$ cat src/rtl/gameport_pkg.sv
// Shared constants and the axis target mapping for the game port timer.
// Bit indices follow the joy_digital layout of each joystick byte.
package gameport_pkg;

  localparam int CNT_MIN_BITS = 8;
  localparam int CNT_MAX_BITS = 12;

  localparam int BIT_RIGHT = 0;
  localparam int BIT_LEFT  = 1;
  localparam int BIT_DOWN  = 2;
  localparam int BIT_UP    = 3;
  localparam int BIT_BTN1  = 4;
  localparam int BIT_BTN2  = 5;

  localparam logic [CNT_MAX_BITS-1:0] TGT_ONE = CNT_MAX_BITS'(1);

  // lo = left/up, hi = right/down; analog value is signed 8-bit
  function automatic logic [CNT_MAX_BITS-1:0] calc_target(
    input logic       dig,
    input logic       lo,
    input logic       hi,
    input logic [7:0] v,
    input int         cbits
  );
    logic [CNT_MAX_BITS-1:0] t;
    t = CNT_MAX_BITS'({~v[7], v[6:0]}) << (cbits - CNT_MIN_BITS);
    if (dig) begin
      unique case ({lo, hi})
        2'b10:   t = '0;
        2'b01:   t = (TGT_ONE << cbits) - TGT_ONE;
        default: t = TGT_ONE << (cbits - 1);
      endcase
    end
    return t;
  endfunction

endpackage

$ cat src/rtl/gameport_tick_gen.sv
// Prescaler: one tick every (cpu_speed+1)*16 clocks.
// The limit is compared live, so a speed change acts on the next compare.
module gameport_tick_gen (
  input  logic       clk_cpu,
  input  logic       reset,
  input  logic [4:0] cpu_speed,
  input  logic       clear,
  output logic       tick
);

  logic [8:0] pre;
  logic [8:0] lim;

  assign lim  = {cpu_speed, 4'hF};
  assign tick = !clear && (pre >= lim);

  always_ff @(posedge clk_cpu or posedge reset) begin
    if (reset) begin
      pre <= '0;
    end else if (clear || (pre >= lim)) begin
      pre <= '0;
    end else begin
      pre <= pre + 9'd1;
    end
  end

endmodule

$ cat src/rtl/gameport_timer.sv
// PC game port one-shot emulation: axis timing bits and button bits.
// A write arms all axes; each drops once the count reaches its target.
module gameport_timer
  import gameport_pkg::*;
#(
  parameter int NUM_JOY  = 2,
  parameter int CNT_BITS = 8
) (
  input  logic                   clk_cpu,
  input  logic                   reset,
  input  logic [4:0]             cpu_speed,
  input  logic                   gpio_wr,
  input  logic [NUM_JOY*8-1:0]   joy_digital,
  input  logic [NUM_JOY*16-1:0]  joy_analog,
  input  logic [NUM_JOY-1:0]     digital_mode,
  input  logic                   swap,
  output logic [4*NUM_JOY-1:0]   port_out,
  output logic                   busy
);

  localparam int NA = 2 * NUM_JOY;
  localparam logic [CNT_BITS-1:0] CNT_MAX = '1;

  logic [CNT_BITS-1:0]     count;
  logic [CNT_MAX_BITS-1:0] cnt_ext;
  logic [NA-1:0]           axis;
  logic [NA-1:0]           hit;
  logic [NA-1:0]           btn_d;
  logic [NA-1:0]           btn_q;
  logic                    busy_q;
  logic                    tick;

  gameport_tick_gen u_tick (
    .clk_cpu   (clk_cpu),
    .reset     (reset),
    .cpu_speed (cpu_speed),
    .clear     (gpio_wr),
    .tick      (tick)
  );

  assign cnt_ext = CNT_MAX_BITS'(count);

  for (genvar j = 0; j < NUM_JOY; j++) begin : g_joy
    localparam int R = NUM_JOY - 1 - j;
    logic [7:0]  dj;
    logic [15:0] aj;
    logic        mj;
    logic        unused_hi;

    assign dj = swap ? joy_digital[8*R +: 8] : joy_digital[8*j +: 8];
    assign aj = swap ? joy_analog[16*R +: 16] : joy_analog[16*j +: 16];
    assign mj = swap ? digital_mode[R] : digital_mode[j];
    assign unused_hi = ^dj[7:6];

    assign hit[2*j] = cnt_ext == calc_target(
      mj, dj[BIT_LEFT], dj[BIT_RIGHT], aj[7:0], CNT_BITS);
    assign hit[2*j+1] = cnt_ext == calc_target(
      mj, dj[BIT_UP], dj[BIT_DOWN], aj[15:8], CNT_BITS);
    assign btn_d[2*j +: 2] = ~{dj[BIT_BTN2], dj[BIT_BTN1]};
  end

  // count parks at CNT_MAX when idle; reaching it ends the measurement
  always_ff @(posedge clk_cpu or posedge reset) begin
    if (reset) begin
      count  <= CNT_MAX;
      axis   <= '0;
      busy_q <= 1'b0;
      btn_q  <= '1;
    end else begin
      btn_q <= btn_d;
      if (gpio_wr) begin
        count  <= '0;
        axis   <= '1;
        busy_q <= 1'b1;
      end else if (count == CNT_MAX) begin
        axis   <= '0;
        busy_q <= 1'b0;
      end else begin
        axis <= axis & ~hit;
        if (tick) count <= count + CNT_BITS'(1);
      end
    end
  end

  assign port_out = {btn_q, axis};
  assign busy     = busy_q;

endmodule
$ cat config.mk
export PLATFORM = sky130hd
export DESIGN_NAME = gameport_timer
export DESIGN_NICKNAME = d
export VERILOG_FILES = /design/src/rtl/gameport_pkg.sv /design/src/rtl/gameport_tick_gen.sv /design/src/rtl/gameport_timer.sv
export SDC_FILE = /design/constraint.sdc
export NUM_CORES = 1
export LEC_CHECK = 0
export CAP_MARGIN = 20
export CORE_MARGIN = 4
export CORE_UTILIZATION = 25
export DETAILED_ROUTE_END_ITERATION = 8
export PLACE_DENSITY = 0.54
export SYNTH_ARGS = -nofsm -noshare
export SYNTH_HDL_FRONTEND = slang
export SYNTH_SLANG_ARGS = --single-unit
$ cat constraint.sdc
create_clock -name clk_cpu -period 4.65 [get_ports clk_cpu]
set_input_delay 0.93 -clock clk_cpu [delete_from_list [all_inputs] [get_ports clk_cpu]]
set_output_delay 0.93 -clock clk_cpu [all_outputs]
set_load 0.01 [all_outputs]
* Yosys cells after proc, flatten, opt, wreduce, memory -nomap -nowiden
Cells that the tools add are included. W data, S select, Z words.
Cells by class: muxes and demuxes 22, add/sub/neg operators 2, equality and inequality tests 14, bitwise logic cells 8, magnitude comparators 1, reduce and logical (&&, ||, !) cells 6
Operators with widths (count):
- $pmux W8 S2 | 4
- $eq A8 B12 Y1 | 4
- $mux W8 | 6
- $mux W16 | 2
- $mux W12 | 1
- $mux W6 | 2
- $add A9 B1 Y9 const B | 1
- $ge A9 B9 Y1 | 1
- $mux W9 | 1
- $add A8 B1 Y8 const B | 1
- $eq A2 B1 Y1 const B | 4
- $eq A2 B2 Y1 const B | 4
- $eq A8 B8 Y1 const B | 1
- $mux W4 | 2
- $and A4 B4 Y4 | 1
- $mux W1 | 4
- $not A1 Y1 | 4
- $not A2 Y2 | 2
- $not A4 Y4 | 1
- $reduce_bool A2 Y1 | 2
- $ne A2 B2 Y1 const B | 1
- $reduce_and A2 Y1 | 1
- $logic_and A1 B1 Y1 | 1
- $logic_not A1 Y1 | 1
- $logic_or A1 B1 Y1 | 1
Storage, ports and cells: bits in registers 26, word-level logic and storage cells 58

* Logic depth before layout (Yosys ltp)
word-level depth 9, depth in mapped cells 8, gate-level depth less buffers 7

* Hierarchy
From an unflattened synthesis, not the netlist that was laid out.
Unflattened totals: cells, all modules 317, area, all modules 2631.3 µm²
Modules (own cells, without submodules):
- gameport_timer | area an instance 2052.0 µm², cells each 257, times used 1
- gameport_tick_gen | area an instance 579.3 µm², cells each 60, times used 1

* Worst setup path before layout
Ideal clock, no wire load.
path kind input to register, start input port cpu_speed[2], end register count[0], data required time 4.568 ns, setup time 0.082 ns, path buffers 1, setup slack 2.185 ns, arrival 2.383 ns, stages on the path 8, cell sequence inv_1 -> ha_1 -> a211oi_1 -> o21ai_2 -> a41oi_2 -> buf_2 -> nor4_1 -> a211o_1
On the way: cells in the longest elaborated chain, start to end 4
RTL lines:
- start: declaration | RTL line gameport_timer.sv:11 | input logic [4:0] cpu_speed,
- $ge A9 B9 Y1 | RTL line gameport_tick_gen.sv:15 | assign tick = !clear && (pre >= lim);
- $logic_and A1 B1 Y1 | RTL line gameport_tick_gen.sv:15
- $reduce_bool A2 Y1 (no source line)
- $reduce_and A2 Y1 (no source line)
- end signal: assignment | RTL line gameport_timer.sv:80 | if (tick) count <= count + CNT_BITS'(1);
- end: declaration | RTL line gameport_timer.sv:24 | logic [CNT_BITS-1:0] count;
Every way passes these cells. A chain may end at the register's enable or synchronous reset.

* Worst setup path after layout
start input port digital_mode[0], end register axis[3]
On the way: cells in the longest elaborated chain, start to end 7
RTL lines:
- start: declaration | RTL line gameport_timer.sv:15 | input logic [NUM_JOY-1:0] digital_mode,
- $mux W1 | RTL line gameport_timer.sv:52 | assign mj = swap ? digital_mode[R] : digital_mode[j];
- $mux W8 | RTL line gameport_pkg.sv:27 | if (dig) begin
- $eq A8 B12 Y1 | RTL line gameport_timer.sv:57 | assign hit[2*j+1] = cnt_ext == calc_target(
- $not A4 Y4 | RTL line gameport_timer.sv:79 | axis <= axis & ~hit;
- $and A4 B4 Y4 | RTL line gameport_timer.sv:79
- $mux W4 | RTL line gameport_timer.sv:75 | end else if (count == CNT_MAX) begin
- $mux W4 | RTL line gameport_timer.sv:71 | if (gpio_wr) begin
- end signal: assignment | RTL line gameport_timer.sv:79
- end: declaration | RTL line gameport_timer.sv:26 | logic [NA-1:0] axis;
Every way passes these cells.

==> flow_metrics.tcl <==
set metrics [dict create \
    io_pins 68 \
    top_usage_layer "met2" \
    die-area_um2 12400 \
    holdBufCountCts 0 \
    dieHeight_um 112 \
    yosysTopAreaCell "dfrtp_1" \
    post-place-ws_ns 1.45 \
    cp-start-kind "input pin" \
    crit_family "buffers and inverters" \
    p_total_uw 659 \
    cts_root_buf "clkbuf_8" \
    num_vias 2484 \
    post_drt_via_cell_ratio 5.07 \
    status "complete, no violations" \
    syn_avg_cell_area_um2 8.73 \
    max_freq_ghz 0.342 \
    synth_common_cells "mux2i_1, a21oi_1, inv_1, nor2_1, xor2_1" \
    comb_power_share 0.328 \
    hp-class "reg2reg" \
    startpoint "digital_mode[0]" \
    fillerInstances 1112 \
    start_util 0.258 \
    arrival_ns 3.04 \
    cp_num_buf_inv 2 \
    grt_pass1_vias 2449 \
    syn_inst 307 \
    p_seq_frac 0.391 \
    max_stage_delay_ns 0.46 \
    wl_per_cell_um 15.1 \
    antenna_found_initial 0 \
    syn2layout_area_growth_pct 29.2 \
    cts_setup_buffers 0 \
    cts_tree "yes" \
    insertion_delay_ns 0.26 \
    fin_crit_sh 0.628 \
    yosysWarnings 0 \
    tightest_slew_ns 0.646 \
    grt-ovfl-total 0 \
    async_reset_ff_frac 1.00 \
    skew_ns 0.00118 \
    core_area_um2 10400 \
    grt_use_total 0.114 \
    grt_setup_unrepaired "no" \
    nets 421 \
    vdd_drop_max_uv 101 \
    fp.dieW_um 112 \
    yosysUniqueCellTypes 58 \
    power.density_nw_per_um2 190 \
    layout-drive-gt1-share 0.107 \
    htreeDepth 1 \
    cts_resized 0 \
    synthFlopType "dfrtp_1" \
    synth-seq-area-share 0.248 \
    final_antenna_net_count 0 \
    numCtsBuffers 3 \
    fin_crit_ns 2.92 \
    met2_usage 0.184 \
    r2r-start "u_tick.pre[4]$_DFF_PP0_" \
    hold_viol 0 \
    critPathKind "in2reg" \
    p_sw_frac 0.284 \
    leakage_nw 1.35 \
    syn-num-nets 373 \
    synth_edf_count 0 \
    switchingPower_uw 187 \
    synthTopCellsByArea "dfrtp_1, dfstp_2, mux2i_1" \
    hp-start "busy$_DFFE_PP0P_" \
    p_int_uw 472 \
    endpoint_kind "flip-flop" \
    syn-cell-area_um2 2680 \
    p_clk_frac 0.281 \
    clk_transition_reported_paths_ns 0.09 \
    std_cell_rows 37 \
    ys_seq_elements 26 \
    grt_pass1_wl_mm 12.1 \
    grt_max_degree 28 \
    setup_viol 0 \
    worstPathCellList "clkdlybuf4s50_1 -> buf_4 -> nand2b_1 -> o22ai_1 -> a221o_1 -> nor4_2 -> a41oi_2" \
    required_ns 4.77 \
    hpwl_mm 5.46 \
    synth_top_area_share 0.131 \
    tns_ns 0 \
    cap_violations 0 \
    report.final.slew_viol_count 0 \
    gp_congestion 0.803 \
    cts.path.max_buffers 2 \
    use_met1 0.167 \
    remaining_drc_errors 0 \
    diodes 0 \
    yosysMostFrequentCell "mux2i_1" \
    port_buffers 63 \
    cp_slowest_cell "clkdlybuf4s50_1" \
    use_met3 0.0152 \
    path_max_fanout 19 \
    cts.sinks 26 \
    drtIter0Drc 137 \
    slew_headroom 0.569 \
    setup_ws_ns 1.73 \
    drt-total-wl_mm 7.39 \
    first_pass_iters 5 \
]
-- cell families (layout without fill, tap and decap cells) --
logic type / after synthesis / in the layout / synth area share
AO/OA/AOI/OAI: 80 / 80 / 0.221
XOR/XNOR: 28 / 28 / 0.0915
adder cells (fa/ha/maj): 7 / 7 / 0.0327
buffers and inverters: 44 / 91 / 0.0794
flip-flops: 26 / 26 / 0.248
multiplexers: 31 / 31 / 0.130
AND/OR/NAND/NOR: 91 / 91 / 0.196
-- power groups by stage --
stage / sequential (mW) / clock, mW / combinational, mW
6_report: 0.258 / 0.185 / 0.216
5_1_grt: 0.260 / 0.200 / 0.238
4_1_cts: 0.258 / 0.191 / 0.215
3_5_place_dp: 0.262 / 0 / 0.213
3_3_place_gp: 0.262 / 0 / 0.213
2_1_floorplan: 0.252 / 0 / 0.135
-- layer usage --
| layer | vias up | routed length (µm) | share of wire |
|---|---|---|---|
| met5 | - | 0 | 0 |
| met4 | 0 | 50 | 0.0068 |
| met2 | 66 | 3390 | 0.46 |
| met3 | 2 | 370 | 0.050 |
| li1 | 1238 | - | - |
| met1 | 1178 | 3580 | 0.48 |
-- state kept, by name (all words and copies together) (netlist names) --
| name | flops |
|---|---|
| u_tick.pre | 9 |
| count | 8 |
| axis | 4 |
| btn_q | 4 |
| busy | 1 |
-- placed cells by master, fill, tap and decap left out, drive strengths merged, types with 7 or more instances in the layout --
cell,instances
a21oi,21
clkdlybuf4s50,62
dfrtp,14
dfstp,12
ha,7
inv,19
mux2i,28
nand2,7
nand3,12
nand3b,7
nor2,19
nor2b,10
o21ai,10
xnor2,13
xor2,15
-- worst register-to-register path, stage by stage, from the launching register on --
cell and delay, ns:
dfrtp_1 0.44, ha_1 0.30, nand3_1 0.09, o21ai_2 0.15, a41oi_2 0.37, or4_1 0.61
a21oi_1 0.17
-- stage by stage --
stage	utilization	cells	hold slack [ns]	area, µm²
6_report	0.334	490	0.490	3460
5_1_grt	0.334	490	0.546	3460
4_1_cts	0.331	489	0.496	3430
3_5_place_dp	0.324	485	0.472	3360
3_3_place_gp	0.324	485	0.466	3360
2_1_floorplan	-	307	0.475	2680
-- final cells by class --
type                            instances  area (µm²)  area share
Sequential cell                        26         666       0.192
Clock buffer                            3        41.3      0.0119
Multi-Input combinational cell        237        1800       0.520
Clock inverter                          1        30.0     0.00867
Inverter                               19        71.3      0.0206
Timing Repair Buffer                   68         683       0.197
Tap cell                              136         170      0.0492
-- final timing paths --
kind	slack, ns	to	cells past startpoint
max in group asynchronous	3.31	count[2]$_DFFE_PP1P_	3
setup / recovery	1.73	axis[3]$_DFF_PP0_	7
hold reg to reg	0.49	busy$_DFFE_PP0P_	2
setup reg to reg	2.47	count[6]$_DFFE_PP1P_	6
hold / removal	0.49	busy$_DFFE_PP0P_	2
min in group asynchronous	0.88	u_tick.pre[5]$_DFF_PP0_	2
No activity file was read; power rests on OpenSTA's default activity.
